===== config.mk =====
export PLATFORM = sky130hd
export DESIGN_NAME = div_ctrl
export DESIGN_NICKNAME = d
export VERILOG_FILES = /design/src/rtl/div_ctrl.sv
export SDC_FILE = /design/constraint.sdc
export NUM_CORES = 1
export LEC_CHECK = 0
export ABC_CLOCK_PERIOD_IN_PS = 2200
export CORE_MARGIN = 2
export CORE_UTILIZATION = 42
export DETAILED_ROUTE_END_ITERATION = 8
export PLACE_DENSITY_LB_ADDON = 0.1
export SLEW_MARGIN = 20
export SYNTH_ARGS = -nofsm -noshare
export SYNTH_HDL_FRONTEND = slang
export SYNTH_SLANG_ARGS = --single-unit

===== constraint.sdc =====
create_clock -name clk_i -period 2.2 [get_ports clk_i]
set_input_delay 0.33 -clock clk_i [delete_from_list [all_inputs] [get_ports clk_i]]
set_output_delay 0.33 -clock clk_i [all_outputs]
set_load 0.005 [all_outputs]

===== src/rtl/div_ctrl.sv =====
// Sequencer between a request/response client and an unsigned pipelined divider.
// Define DIV_CTRL_SIGNED_EN to add signed operation through magnitude/sign fix-up.
module div_ctrl #(
  parameter int unsigned DW  = 32,
  parameter int unsigned TMO = 63
) (
  input  logic          clk_i,
  input  logic          rst_ni,
  input  logic          req_i,
  input  logic          signed_i,
  input  logic [DW-1:0] A_i,
  input  logic [DW-1:0] B_i,
  output logic          busy_o,
  output logic          done_o,
  output logic [DW-1:0] quotient_o,
  output logic [DW-1:0] remainder_o,
  output logic          dz_o,
  output logic          err_o,
  output logic          div_start_o,
  output logic [DW-1:0] div_A_o,
  output logic [DW-1:0] div_B_o,
  input  logic          div_ready_i,
  input  logic [DW-1:0] div_quotient_i,
  input  logic [DW-1:0] div_remainder_i
);

  typedef enum logic [2:0] {
    S_IDLE,
    S_ISSUE,
    S_ARM,
    S_WAIT,
    S_DONE
  } state_e;

  state_e        state_q, state_d;
  logic [7:0]    cnt_q, cnt_d;
  logic          busy_q, busy_d;
  logic          start_q, start_d;
  logic          done_q, done_d;
  logic          dz_q, dz_d;
  logic          err_q, err_d;
  logic [DW-1:0] quot_q, quot_d;
  logic [DW-1:0] rem_q, rem_d;
  logic [DW-1:0] div_a_q, div_a_d;
  logic [DW-1:0] div_b_q, div_b_d;

  logic [DW-1:0] a_mag, b_mag;
  logic [DW-1:0] cap_quot, cap_rem;

`ifdef DIV_CTRL_SIGNED_EN
  logic a_neg, b_neg;
  logic qneg_q, qneg_d;
  logic rneg_q, rneg_d;

  assign a_neg    = signed_i & A_i[DW-1];
  assign b_neg    = signed_i & B_i[DW-1];
  assign a_mag    = a_neg ? -A_i : A_i;
  assign b_mag    = b_neg ? -B_i : B_i;
  // Most-negative / -1 wraps back to most-negative through the same negation.
  assign cap_quot = qneg_q ? -div_quotient_i : div_quotient_i;
  assign cap_rem  = rneg_q ? -div_remainder_i : div_remainder_i;
`else
  logic unused_signed;

  assign unused_signed = signed_i;
  assign a_mag    = A_i;
  assign b_mag    = B_i;
  assign cap_quot = div_quotient_i;
  assign cap_rem  = div_remainder_i;
`endif

  always_comb begin
    state_d = state_q;
    cnt_d   = cnt_q;
    dz_d    = dz_q;
    err_d   = err_q;
    quot_d  = quot_q;
    rem_d   = rem_q;
    div_a_d = div_a_q;
    div_b_d = div_b_q;
`ifdef DIV_CTRL_SIGNED_EN
    qneg_d  = qneg_q;
    rneg_d  = rneg_q;
`endif
    unique case (state_q)
      S_IDLE: begin
        if (req_i) begin
          cnt_d   = '0;
          dz_d    = 1'b0;
          err_d   = 1'b0;
          quot_d  = '0;
          rem_d   = '0;
          div_a_d = a_mag;
          div_b_d = b_mag;
`ifdef DIV_CTRL_SIGNED_EN
          qneg_d  = a_neg ^ b_neg;
          rneg_d  = a_neg;
`endif
          if (B_i == '0) begin
            quot_d  = '1;
            rem_d   = A_i;
            dz_d    = 1'b1;
            state_d = S_DONE;
          end else begin
            state_d = S_ISSUE;
          end
        end
      end
      S_ISSUE: state_d = S_ARM;
      S_ARM:   state_d = S_WAIT;
      S_WAIT: begin
        if (div_ready_i) begin
          quot_d  = cap_quot;
          rem_d   = cap_rem;
          state_d = S_DONE;
        end else if (cnt_q == 8'(TMO - 1)) begin
          err_d   = 1'b1;
          state_d = S_DONE;
        end else begin
          cnt_d = cnt_q + 8'd1;
        end
      end
      S_DONE:  state_d = S_IDLE;
      default: state_d = S_IDLE;
    endcase
    busy_d  = (state_d != S_IDLE);
    start_d = (state_d == S_ISSUE);
    done_d  = (state_d == S_DONE);
  end

  always_ff @(posedge clk_i or negedge rst_ni) begin
    if (!rst_ni) begin
      state_q <= S_IDLE;
      cnt_q   <= '0;
      busy_q  <= 1'b0;
      start_q <= 1'b0;
      done_q  <= 1'b0;
      dz_q    <= 1'b0;
      err_q   <= 1'b0;
      quot_q  <= '0;
      rem_q   <= '0;
      div_a_q <= '0;
      div_b_q <= '0;
`ifdef DIV_CTRL_SIGNED_EN
      qneg_q  <= 1'b0;
      rneg_q  <= 1'b0;
`endif
    end else begin
      state_q <= state_d;
      cnt_q   <= cnt_d;
      busy_q  <= busy_d;
      start_q <= start_d;
      done_q  <= done_d;
      dz_q    <= dz_d;
      err_q   <= err_d;
      quot_q  <= quot_d;
      rem_q   <= rem_d;
      div_a_q <= div_a_d;
      div_b_q <= div_b_d;
`ifdef DIV_CTRL_SIGNED_EN
      qneg_q  <= qneg_d;
      rneg_q  <= rneg_d;
`endif
    end
  end

  assign busy_o      = busy_q;
  assign done_o      = done_q;
  assign quotient_o  = quot_q;
  assign remainder_o = rem_q;
  assign dz_o        = dz_q;
  assign err_o       = err_q;
  assign div_start_o = start_q;
  assign div_A_o     = div_a_q;
  assign div_B_o     = div_b_q;

endmodule

* Word level (Yosys, flattened, before mapping)
Index checks and enable logic that the tools add are counted.
Widths: inputs -> output; s select.
** Word-level totals
- Bits in registers :: 144
- Logic and storage cells :: 53
- Input bits :: 133
** Operators by class
- $add $sub $neg :: 1
- Reductions and logical operators :: 8
- Equal/unequal tests :: 11
- Mux-type cells :: 22
** Operator list (count)
- $mux 32 :: 6
- $pmux 32 s2 :: 2
- $logic_not 32->1 :: 1
- $mux 8 :: 3
- $pmux 8 s2 :: 1
- $mux 3 :: 4
- $pmux 3 s4 :: 1
- $ne 2x2->1 const B :: 5
- $add 8x1->8 const B :: 1
- $eq 8x6->1 const B :: 1
- $reduce_and 4->1 :: 2
- $eq 3x1->1 const B :: 2
- $eq 3x2->1 const B :: 2
- $mux 1 :: 4
- $eq 3x3->1 const B :: 1
- $logic_not 3->1 :: 1
- $reduce_and 3->1 :: 1
- $reduce_bool 3->1 :: 1
- $pmux 1 s2 :: 1
- $reduce_and 2->1 :: 1
- $reduce_bool 2->1 :: 1

* Depth between registers and ports, before layout
- Word-level depth :: 5
- Depth in mapped cells :: 7
- Depth with buffers taken out :: 6

* Worst setup path after synthesis
No wires, ideal clock.
- Path type :: register -> register
- From :: reg cnt_q[0]
- To :: reg cnt_q[7]
- Data arrival time :: 1.604 ns
- Path slack :: 0.473 ns
- Stages on the path, launching flop included :: 7
- Buffers on the path :: 0
- Library setup time :: 0.122 ns
- Period minus slack after synthesis :: 1.727 ns
- Cell sequence :: dfrtp_1 > inv_1 > ha_1 > nor3b_1 > and2_1 > or4_1 > mux2i_1
** On the way
- Word-level cells in the longest chain between the ends :: 4
** RTL lines
- start, declared :: line 36 : logic [7:0] cnt_q, cnt_d;
- start signal, assigned :: line 150 : cnt_q <= cnt_d;
- $add 8x1->8 :: line 120 : cnt_d = cnt_q + 8'd1;
- $mux 8 :: line 116 : end else if (cnt_q == 8'(TMO - 1)) begin
- $mux 8 :: line 112 : if (div_ready_i) begin
- $pmux 8 s2 :: line 85 : unique case (state_q)
Several ways; a longest one is shown, not always the timed one. The select of a mux whose other input is x is not followed.
A chain may end at the register's enable or synchronous reset.

* Worst setup path after layout
Ends and elaborated chain as after synthesis.

==> flow_metrics.env <==
export IMPL_antenna_left=0
export IMPL_vias=5700
export IMPL_p_total_mw=13.4
export IMPL_cp_slowest_cell="or4_1"
export IMPL_clk_latency_ns=0.42
export IMPL_worstPathCellList="inv_1 > ha_1 > nor3b_1 > and2_1 > or4_1 > mux2i_1"
export IMPL_slew_headroom_pct=67.1
export IMPL_dp_hpwl_mm=12.8
export IMPL_syn_area_mm2=0.00598
export IMPL_final_area_mm2=0.00941
export IMPL_seq_area_frac_synth_pct=60.3
export IMPL_finalHoldViolCount=0
export IMPL_holdWs_ns=0.421
export IMPL_critical_path_max_fanout=6
export IMPL_skew_ns=0.00551
export IMPL_core_mm2=0.0139
export IMPL_drtIter0Drc=377
export IMPL_worst_path_buf_inv=1
export IMPL_critPathTopFamily="simple AND/OR/NAND/NOR gates"
export IMPL_grt_max_degree=53
export IMPL_postCtsResizedCells=0
export IMPL_rsz0062_at_grt="no"
export IMPL_ys_types=37
export IMPL_hold_class="in2async"
export IMPL_grt_overflow_total=0
export IMPL_firstDrtPassIters=5
export IMPL_portBuffers=264
export IMPL_area_growth_pct=57.3
export IMPL_drc=0
export IMPL_ys_warn_count=0
export IMPL_wl_mm=18.6
export IMPL_initial_utilization_pct=43.1
export IMPL_final_max_slew_viol_count=0
export IMPL_grt_total_usage_pct=24.9
export IMPL_setup_viol=0
export IMPL_synth_ff_type="dfrtp_1"
export IMPL_viasPerCell=5.20
export IMPL_synth_seq_cells=144
export IMPL_pin_count=266
export IMPL_yosysMostFrequentCell="nand2_1"
export IMPL_irDropWorstVdd_mv=0.790
export IMPL_place_area_mm2=0.00883
export IMPL_synth_commonest_cells="nand2_1 (203), dfrtp_1 (144), a21oi_1 (97)"
export IMPL_outcome="finished, final reports clean"
export IMPL_postSynthCellCount=644
export IMPL_fin_crit_ns=1.92
export IMPL_stdcell_count=1096
export IMPL_worstPathRequired_ns=2.50
export IMPL_max_cap_violations=0
export IMPL_routedWlPerCell_um=17.0
export IMPL_fin_crit_sh_pct=87.4
export IMPL_power_leakage_nw=4.23
export IMPL_worstMarginPinSlew_ns=0.493
export IMPL_die_w_um=123
export IMPL_syn_avg_cell_area_um2=9.28
export IMPL_worst_ep_arrival_time_ns=2.23
export IMPL_syn_nets=779
export IMPL_synth_edff_count=0
export IMPL_crit_type="reg2reg"
export IMPL_clkTransAtPathRegs_ns=0.06
export IMPL_grt_pass1_vias=5736
export IMPL_die_area_mm2=0.0152
export IMPL_layout_drive_gt1_share_pct=6.22
export IMPL_slowest_delay_ns=0.57
export IMPL_synthArstFlopShare_pct=100
export IMPL_cp_end_kind="register"
export IMPL_cts_buffers=17
export IMPL_clockBufferDepth=2
export IMPL_cts_htree_levels=4
export IMPL_dp_cells=1063
export IMPL_num_antenna_cells=0
export IMPL_cts_root_buffer="clkbuf_16"
export IMPL_cts_sinks=144
export IMPL_die_y_um=123
export IMPL_gp_congestion=0.821
export IMPL_cts_tree="done"
export IMPL_startpoint_type="register"
export IMPL_fmax_mhz=520
export IMPL_final_nets=1038
export IMPL_num_rows=43
export IMPL_synth_top_area_share_pct=60.3
export IMPL_grt_pass1_wl_mm=29.0
export IMPL_synth_largest_area_cell="dfrtp_1"
export IMPL_antenna_found_initial=0
export IMPL_yosys_top_cells_area="dfrtp_1 (60%), nand2_1 (13%), a21oi_1 (8.1%)"
export IMPL_p_per_area_mw_per_mm2=1430
-- worst paths after layout --
kind                       startpoint            end  slack [ns]  depth (start not counted)
max                          cnt_q[0]       cnt_q[7]        0.28                          6
min                            rst_ni  quotient_o[7]        0.42                          2
max reg2reg                  cnt_q[0]       cnt_q[7]        0.28                          6
min reg2reg                div_A_o[3]     div_A_o[3]        0.47                          2
max in group asynchronous      rst_ni    div_B_o[24]        1.14                          3
min in group clk_i            B_i[14]    div_B_o[14]        0.46                          3
-- repair_timing --
item | in CTS | in global routing
hold buffers | 1 | 0
hold endpoints to repair | 43 | 0
setup buffers | 0 | 0
-- where the power goes --
group | internal (mW) | switching (mW) | total (mW)
clock network | 1.63 | 1.09 | 2.72
registers | 3.91 | 0.734 | 4.65
logic | 3.30 | 2.74 | 6.03
total | 8.85 | 4.56 | 13.4
-- through the flow --
step	util, %	worst slack (ns)	setup TNS (ns)
3_3_place_gp	63.6	-0.0412	-1.93
6_report	67.8	0.277	0
5_1_grt	67.8	0.181	0
3_5_place_dp	63.6	-0.0850	-2.45
4_1_cts	67.8	0.297	0
2_1_floorplan	-	0.473	0
-- kinds of logic after synthesis --
kind of cell	count (synthesis)	synth area share (%)
simple gates	303	20.5
flops	144	60.3
compound gates	140	12.9
buf+inv	47	4.56
mux	5	0.837
xor+xnor	3	0.440
fa+ha+maj	2	0.419
-- cells in the final DEF, fill, tap and decap left out, types with 3 or more instances in the layout --
master           count
a21oi_1             97
clkbuf_16           17
nand2_1            203
inv_1                3
o21ai_0              5
mux2i_1              5
clkdlybuf4s50_1    263
clkbuf_8             3
dfrtp_1            144
o22ai_1             32
nand4_1              3
buf_12               7
nor2_1              70
clkinvlp_4           3
nor4_1               8
clkinv_2             5
buf_4               12
-- state kept, by name, summed over array words and instances, names as in the netlist --
name / flops
busy_o: 1
cnt_q: 8
div_A_o: 32
div_B_o: 32
div_start_o: 1
done_o: 1
dz_o: 1
err_o: 1
quotient_o: 32
remainder_o: 32
state_q: 3
-- per-layer routing --
layer	track usage [%]	wire length, um	up-vias
met3	9.59	1930	36
met1	29.5	7220	2730
met4	9.94	464	0
li1	-	-	2663
met5	0	0	-
met2	40.9	9030	271
-- area by class of cell --
cell class	instances	area, um2
Clock buffer	22	474
Inverter	3	11.3
Clock inverter	10	86.3
Tap cell	180	225
Multi-Input combinational cell	453	2120
Fill cell	1086	4480
Sequential cell	144	3600
Timing Repair Buffer	284	2880
Note: power is estimated with default switching activity, not from simulation.
